[config.mk]
export PLATFORM = sky130hd
export DESIGN_NAME = msg_bank_buffer
export DESIGN_NICKNAME = d
export VERILOG_FILES = /design/src/rtl/msg_bank_buffer_pkg.sv /design/src/rtl/msg_bank_ram.sv /design/src/rtl/msg_bank_buffer.sv
export SDC_FILE = /design/constraint.sdc
export NUM_CORES = 2
export LEC_CHECK = 0
export CAP_MARGIN = 10
export CORE_ASPECT_RATIO = 0.5
export CORE_MARGIN = 5
export CORE_UTILIZATION = 50
export CTS_CLUSTER_SIZE = 24
export DETAILED_ROUTE_END_ITERATION = 10
export MAX_ROUTING_LAYER = met4
export PLACE_DENSITY = 0.68
export SLEW_MARGIN = 25
export SYNTH_ARGS = -nofsm -noshare
export SYNTH_HDL_FRONTEND = slang
export SYNTH_SLANG_ARGS = --single-unit
export TNS_END_PERCENT = 1
[constraint.sdc]
create_clock -name clk -period 3.2 [get_ports clk]
set_input_delay 0.64 -clock clk [delete_from_list [all_inputs] [get_ports clk]]
set_output_delay 0.64 -clock clk [all_outputs]
set_load 0.01 [all_outputs]
[src/rtl/msg_bank_buffer_pkg.sv]
// Shared types and helpers for the multi-bank message buffer.
// Bank pointers are a fixed 2 bits wide, enough for up to four banks.
package msg_bank_buffer_pkg;

   typedef enum logic [1:0] {
      BankFree    = 2'd0,
      BankFilling = 2'd1,
      BankFull    = 2'd2
   } bank_st_e;

   typedef enum logic {
      HsIdle = 1'b0,
      HsAck  = 1'b1
   } hs_st_e;

   // Advance a bank pointer, wrapping at num (which need not be a power of two).
   function automatic logic [1:0] ptr_inc(input logic [1:0] ptr, input int unsigned num);
      if ({30'd0, ptr} + 32'd1 >= num) begin
         return 2'd0;
      end
      return ptr + 2'd1;
   endfunction

endpackage

[src/rtl/msg_bank_ram.sv]
// Simple dual-port RAM holding all banks back to back, addressed as {bank, addr}.
// Registered read, no reset on contents.
module msg_bank_ram #(
   parameter int unsigned DATA_W    = 8,
   parameter int unsigned ADDR_W    = 8,
   parameter int unsigned NUM_BANKS = 2
) (
   input  logic              clk_i,
   input  logic              we_i,
   input  logic [1:0]        wbank_i,
   input  logic [ADDR_W-1:0] waddr_i,
   input  logic [DATA_W-1:0] wdata_i,
   input  logic              re_i,
   input  logic [1:0]        rbank_i,
   input  logic [ADDR_W-1:0] raddr_i,
   output logic [DATA_W-1:0] rdata_o
);

   localparam int unsigned Depth = NUM_BANKS << ADDR_W;
   localparam int unsigned RamAw = $clog2(Depth);

   logic [DATA_W-1:0] mem_q [Depth];
   logic [DATA_W-1:0] rdata_q;
   logic [RamAw-1:0]  widx;
   logic [RamAw-1:0]  ridx;

   // Bank index is always below NUM_BANKS, so dropping unused top bits is lossless.
   assign widx = RamAw'({wbank_i, waddr_i});
   assign ridx = RamAw'({rbank_i, raddr_i});

   always_ff @(posedge clk_i) begin
      if (we_i) begin
         mem_q[widx] <= wdata_i;
      end
      if (re_i) begin
         rdata_q <= mem_q[ridx];
      end
   end

   assign rdata_o = rdata_q;

endmodule

[src/rtl/msg_bank_buffer.sv]
// Multi-bank message buffer: write side fills banks, commits or discards on end_msg,
// read side consumes complete messages in FIFO order. MSG_BANK_BUFFER_STATS_EN adds counters.
module msg_bank_buffer
   import msg_bank_buffer_pkg::*;
#(
   parameter int unsigned DATA_W    = 8,
   parameter int unsigned ADDR_W    = 8,
   parameter int unsigned NUM_BANKS = 2
) (
   input  logic              clk,
   input  logic              rst_l,
   input  logic              wr_req,
   input  logic [ADDR_W-1:0] wr_addr,
   input  logic [DATA_W-1:0] wr_data,
   output logic              wr_rdy,
   input  logic              end_msg,
   input  logic              msg_ok,
   input  logic              msg_line,
   input  logic              rd_req,
   input  logic [ADDR_W-1:0] rd_addr,
   output logic [DATA_W-1:0] rd_data,
   output logic              rd_rdy,
   input  logic              rd_release,
   output logic              msg_avail,
   output logic [2:0]        msg_count,
   output logic [ADDR_W:0]   head_len,
   output logic              head_line
`ifdef MSG_BANK_BUFFER_STATS_EN
   ,
   output logic [7:0]        drop_cnt,
   output logic [7:0]        bad_cnt
`endif
);

   hs_st_e          wr_st_q, wr_st_d;
   hs_st_e          rd_st_q, rd_st_d;
   logic [1:0]      wr_bank_q, wr_bank_d;
   logic [1:0]      rd_bank_q, rd_bank_d;
   bank_st_e        bank_st_q [NUM_BANKS];
   bank_st_e        bank_st_d [NUM_BANKS];
   logic [ADDR_W:0] len_q [NUM_BANKS];
   logic [ADDR_W:0] len_d [NUM_BANKS];
   logic            line_q [NUM_BANKS];
   logic            line_d [NUM_BANKS];
   logic [ADDR_W:0] head_len_q;
   logic            head_line_q;
   logic            rd_hit_q, rd_hit_d;

   bank_st_e        wr_cur_st, wr_nxt_st, rd_cur_st;
   logic [ADDR_W:0] wr_cur_len, rd_cur_len, wr_len, addr_p1;
   logic            rd_cur_line;
   logic            wr_accept, rd_accept, overflow, wr_store;
   logic            commit, discard, rel_head;
   logic [2:0]      count;
   logic [DATA_W-1:0] ram_rdata;

   // Per-bank views selected by the two pointers.
   always_comb begin
      wr_cur_st   = BankFree;
      wr_nxt_st   = BankFree;
      rd_cur_st   = BankFree;
      wr_cur_len  = '0;
      rd_cur_len  = '0;
      rd_cur_line = 1'b0;
      count       = 3'd0;
      for (int i = 0; i < NUM_BANKS; i++) begin
         if (wr_bank_q == 2'(i)) begin
            wr_cur_st  = bank_st_q[i];
            wr_cur_len = len_q[i];
         end
         if (ptr_inc(wr_bank_q, NUM_BANKS) == 2'(i)) begin
            wr_nxt_st = bank_st_q[i];
         end
         if (rd_bank_q == 2'(i)) begin
            rd_cur_st   = bank_st_q[i];
            rd_cur_len  = len_q[i];
            rd_cur_line = line_q[i];
         end
         if (bank_st_q[i] == BankFull) begin
            count = count + 3'd1;
         end
      end
   end

   assign msg_avail = (count != 3'd0);
   assign msg_count = count;
   assign overflow  = (wr_cur_st == BankFull);
   assign addr_p1   = {1'b0, wr_addr} + (ADDR_W+1)'(1);
   assign wr_store  = wr_accept && !overflow;
   // A write landing with end_msg counts toward the committed length.
   assign wr_len    = (wr_store && (addr_p1 > wr_cur_len)) ? addr_p1 : wr_cur_len;
   assign commit    = end_msg && msg_ok && !overflow;
   assign discard   = end_msg && !msg_ok && !overflow;
   assign rel_head  = rd_release && msg_avail;

   // Handshake FSMs.
   always_comb begin
      wr_st_d   = wr_st_q;
      wr_accept = 1'b0;
      unique case (wr_st_q)
         HsIdle: begin
            if (wr_req) begin
               wr_accept = 1'b1;
               wr_st_d   = HsAck;
            end
         end
         HsAck:   wr_st_d = HsIdle;
         default: wr_st_d = HsIdle;
      endcase
   end

   always_comb begin
      rd_st_d   = rd_st_q;
      rd_hit_d  = rd_hit_q;
      rd_accept = 1'b0;
      unique case (rd_st_q)
         HsIdle: begin
            if (rd_req) begin
               rd_accept = 1'b1;
               rd_hit_d  = msg_avail;
               rd_st_d   = HsAck;
            end
         end
         HsAck:   rd_st_d = HsIdle;
         default: rd_st_d = HsIdle;
      endcase
   end

   assign wr_rdy  = (wr_st_q == HsAck);
   assign rd_rdy  = (rd_st_q == HsAck);
   assign rd_data = (rd_rdy && rd_hit_q) ? ram_rdata : '0;

   // Bank bookkeeping and pointer movement.
   always_comb begin
      for (int i = 0; i < NUM_BANKS; i++) begin
         bank_st_d[i] = bank_st_q[i];
         len_d[i]     = len_q[i];
         line_d[i]    = line_q[i];
         if (wr_bank_q == 2'(i)) begin
            if (wr_store) begin
               bank_st_d[i] = BankFilling;
               len_d[i]     = wr_len;
            end
            if (commit) begin
               bank_st_d[i] = BankFull;
               len_d[i]     = wr_len;
               line_d[i]    = msg_line;
            end else if (discard) begin
               bank_st_d[i] = BankFree;
               len_d[i]     = '0;
            end
         end
         if (rel_head && (rd_bank_q == 2'(i))) begin
            bank_st_d[i] = BankFree;
            len_d[i]     = '0;
         end
      end

      wr_bank_d = wr_bank_q;
      // A stalled writer sits on its own full bank until the next one frees up.
      if ((commit || overflow) && (wr_nxt_st == BankFree)) begin
         wr_bank_d = ptr_inc(wr_bank_q, NUM_BANKS);
      end
      rd_bank_d = rel_head ? ptr_inc(rd_bank_q, NUM_BANKS) : rd_bank_q;
   end

   always_ff @(posedge clk or negedge rst_l) begin
      if (!rst_l) begin
         wr_st_q     <= HsIdle;
         rd_st_q     <= HsIdle;
         wr_bank_q   <= 2'd0;
         rd_bank_q   <= 2'd0;
         rd_hit_q    <= 1'b0;
         head_len_q  <= '0;
         head_line_q <= 1'b0;
         for (int i = 0; i < NUM_BANKS; i++) begin
            bank_st_q[i] <= BankFree;
            len_q[i]     <= '0;
            line_q[i]    <= 1'b0;
         end
      end else begin
         wr_st_q     <= wr_st_d;
         rd_st_q     <= rd_st_d;
         wr_bank_q   <= wr_bank_d;
         rd_bank_q   <= rd_bank_d;
         rd_hit_q    <= rd_hit_d;
         head_len_q  <= (rd_cur_st == BankFull) ? rd_cur_len : '0;
         head_line_q <= (rd_cur_st == BankFull) ? rd_cur_line : 1'b0;
         for (int i = 0; i < NUM_BANKS; i++) begin
            bank_st_q[i] <= bank_st_d[i];
            len_q[i]     <= len_d[i];
            line_q[i]    <= line_d[i];
         end
      end
   end

   assign head_len  = head_len_q;
   assign head_line = head_line_q;

`ifdef MSG_BANK_BUFFER_STATS_EN
   logic [7:0] drop_cnt_q, bad_cnt_q;

   always_ff @(posedge clk or negedge rst_l) begin
      if (!rst_l) begin
         drop_cnt_q <= 8'd0;
         bad_cnt_q  <= 8'd0;
      end else begin
         if (end_msg && overflow && (drop_cnt_q != 8'hff)) begin
            drop_cnt_q <= drop_cnt_q + 8'd1;
         end
         if (discard && (bad_cnt_q != 8'hff)) begin
            bad_cnt_q <= bad_cnt_q + 8'd1;
         end
      end
   end

   assign drop_cnt = drop_cnt_q;
   assign bad_cnt  = bad_cnt_q;
`endif

   msg_bank_ram #(
      .DATA_W    (DATA_W),
      .ADDR_W    (ADDR_W),
      .NUM_BANKS (NUM_BANKS)
   ) u_ram (
      .clk_i   (clk),
      .we_i    (wr_store),
      .wbank_i (wr_bank_q),
      .waddr_i (wr_addr),
      .wdata_i (wr_data),
      .re_i    (rd_accept),
      .rbank_i (rd_bank_q),
      .raddr_i (rd_addr),
      .rdata_o (ram_rdata)
   );

endmodule

==> flow_summary.json <==
{
  "power.density_nw_per_um2": 592,
  "yosysWarnings": 0,
  "die_y_um": 411,
  "relSlewSlack_pct": 46.0,
  "grt_max_degree": 120,
  "cts_num_sinks": 4145,
  "clock_path_buffers": 4,
  "min_path_type": "input pin to register",
  "async_flop_share_pct": 0.989,
  "rows": 147,
  "core_area_um2": 321000,
  "rsz0062_at_grt": "no",
  "criticalPathCategory": "register to output port",
  "multi_input_area_um2": 34400,
  "fin_hold_ws_ns": 0.173,
  "fin_ws_ns": 0.112,
  "path_cells": "nor2b_2 > inv_1 > ha_1 > clkdlybuf4s50_1",
  "synth_seq_area_share_pct": 77.2,
  "cts_root_buf": "clkbuf_16",
  "area_growth_pct": 17.4,
  "tritoncts": "built",
  "finalSetupViolations": 0,
  "status": "complete, no violations",
  "portBuffers": 54,
  "drv_slew": 0,
  "synth_area_um2": 161000,
  "arrival_ns": 2.45,
  "placedCellCount": 12900,
  "cts_inserted_buffers": 361,
  "met1_usage_pct": 34.3,
  "synth_edf_count": 4104,
  "htreeDepth": 5,
  "grt_util_met3_pct": 4.58,
  "power_mw": 112,
  "grtUsageTotal_pct": 24.4,
  "gp_congestion": 0.884,
  "power.leakage_nw": 61.5,
  "layout_commonest_cell": "edfxtp_1",
  "grt_pass1_wl_um": 577000,
  "clk_latency_ns": 0.92,
  "netlist_instances": 7536,
  "die_width_um": 812,
  "worstSetupStartpointType": "register",
  "path_clk_slew_ns": 0.06,
  "slowest_stage": "clkdlybuf4s50_1",
  "busiest_layer": "met2",
  "finalCritPeriodShare_pct": 96.5,
  "firstDrtPassIters": 6,
  "maxCapViolations": 0,
  "worstPathMaxFanout": 4,
  "fill_cells": 22700,
  "max_freq_mhz": 324,
  "wire_per_inst_um": 29.4,
  "tightest_slew_ns": 0.809,
  "finalSetupTns_ns": 0,
  "period_minus_slack_ns": 3.09,
  "drc": 0,
  "io_pins": 56,
  "worst_ir_drop_vdd_mv": 0.480,
  "synth_seq_cells": 4145,
  "ys.flop_type": "edfxtp_1",
  "synth_nets": 7590,
  "finalNonFillerCells": 13500,
  "utilization_pct": 58.9,
  "design_area_um2": 189000,
  "ant_nets": 0,
  "crit_buf_inv": 2,
  "required_ns": 2.56,
  "syn_area_per_cell_um2": 21.4,
  "die_area_um2": 334000,
  "crit_path_end_kind": "output port",
  "vias": 82000,
  "regArea_um2": 124000,
  "gr-usage-met2_pct": 37.3,
  "post-dp-hpwl_um": 253000,
  "grt-ovfl-total": 0,
  "finalHoldViolCount": 0,
  "pre_cts_ws_ns": -0.486,
  "routed_wl_um": 397000,
  "critical-path-top-delay-family": "buffers and inverters",
  "grt_pass1_vias": 82500,
  "drt-initial-drc-count": 11600,
  "initial_core_util_pct": 50.2,
  "clock_skew_ns": 0.0374,
  "synth.distinct_cells": 53,
  "viasPerCell": 6.07,
  "slowest_delay_ns": 0.53,
  "final_cell_mix": "edfxtp_1 (4104), buf_4 (1225), mux4_2 (1024), nor2_1 (778), clkbuf_16 (366)",
  "drive_above_1_share_pct": 33.9,
  "fin_nets": 8952,
  "placed_area_um2": 178000,
  "antenna_found_initial": 28
}
-- synth_stat cells (all sizes together) (2+ instances only) --
cell type	count	area, um2
nor3	11	55.1
inv	18	67.6
nand3	21	105
mux4	1024	23100
and2	7	43.8
nand4	31	194
clkbuf	205	769
a21o	2	15.0
nor2b	15	93.8
a32o	2	20.0
edfxtp	4104	123000
o21a	3	22.5
mux2	133	1500
nor2	780	2930
o21ai	142	711
a21boi	2	15.0
a21oi	176	881
mux2i	171	1710
a221oi	3	26.3
nor3b	4	30.0
o31ai	2	15.0
and3	11	68.8
nand2	72	270
o22ai	101	632
buf	264	1750
and4	3	26.3
or2	3	18.8
a22o	16	140
nor4	2	18.8
nand2b	4	25.0
xnor2	2	17.5
o221ai	123	1080
ha	22	275
dfrtp	41	1030
xor2	4	35.0
a22oi	3	27.5
-- final timing paths --
check	startpoint	slack, ns	endpoint	depth (start not counted)
worst min register to register	wr_rdy	0.45	wr_rdy	1
worst min-delay path	wr_data[2]	0.17	u_ram.mem_q[390][2]	1
worst max register to register	wr_bank_q[1]	0.16	len_q[15]	16
worst max-delay path	bank_st_q[2]	0.11	msg_count[0]	4
min in group asynchronous	rst_l	0.30	head_len[5]	2
max in group asynchronous	rst_l	2.41	rd_bank_q[0]	2
-- worst register-to-register path, cell delays in order, from the launching register on --
cell     delay, ns
dfrtp_1       0.39
inv_1         0.10
ha_1          0.24
buf_4         0.18
nand2_1       0.06
nor2_1        0.12
a21oi_2       0.06
ha_1          0.31
o21a_1        0.11
o21a_1        0.16
o21ai_0       0.15
a21oi_1       0.10
o31ai_2       0.19
buf_4         0.17
buf_4         0.17
mux2i_1       0.29
a22o_1        0.17
-- final cells by class --
class                           count  share of cell area, %
Sequential cell                  4145                   65.7
Multi-Input combinational cell   2904                   18.2
Timing Repair Buffer             1468                   7.20
Clock buffer                      418                   4.95
Tap cell                         4321                   2.86
Clock inverter                    226                  0.995
Inverter                           18                 0.0357
Antenna cell                       13                 0.0172
-- state kept, by name, summed over array words and instances, names as in the netlist --
| register | flops |
|---|---|
| head_len | 9 |
| rd_hit_q | 1 |
| wr_rdy | 1 |
| rd_rdy | 1 |
| line_q | 2 |
| len_q | 18 |
| head_line | 1 |
| bank_st_q | 4 |
| u_ram.rdata_o | 8 |
| u_ram.mem_q | 4096 |
| wr_bank_q | 2 |
| rd_bank_q | 2 |
-- cells by family after synthesis --
logic type | count (synthesis) | share of synthesized area (%)
flops | 4145 | 77.2
mux | 1328 | 16.3
simple gates | 966 | 2.42
compound gates | 581 | 2.26
buf+inv | 487 | 1.60
fa+ha+maj | 22 | 0.171
xor+xnor | 6 | 0.0326
other cells | 1 | 0.00233
-- per-layer routing --
| layer | routed length [um] | share of wire, % |
|---|---|---|
| met5 | 0 | 0 |
| met4 | 11500 | 2.9 |
| met3 | 39200 | 9.9 |
| met2 | 189000 | 47 |
| met1 | 158000 | 40 |
-- timing repair --
| item | 4_1_cts | 5_1_grt |
|---|---|---|
| resized for setup | 1 | 4 |
| hold endpoints to repair | 41 | 0 |
| setup endpoints to repair | 2 | 16 |
| buffers inserted | 0 | 0 |
| hold buffers | 1 | 0 |
-- power by group --
part	internal [mW]	total, mW	switching, mW
logic	3.70	9.31	5.61
clock network	23.2	42.6	19.3
registers	59.9	60.1	0.205
total	86.8	112	25.1
Power figures use the tool's default switching activity.
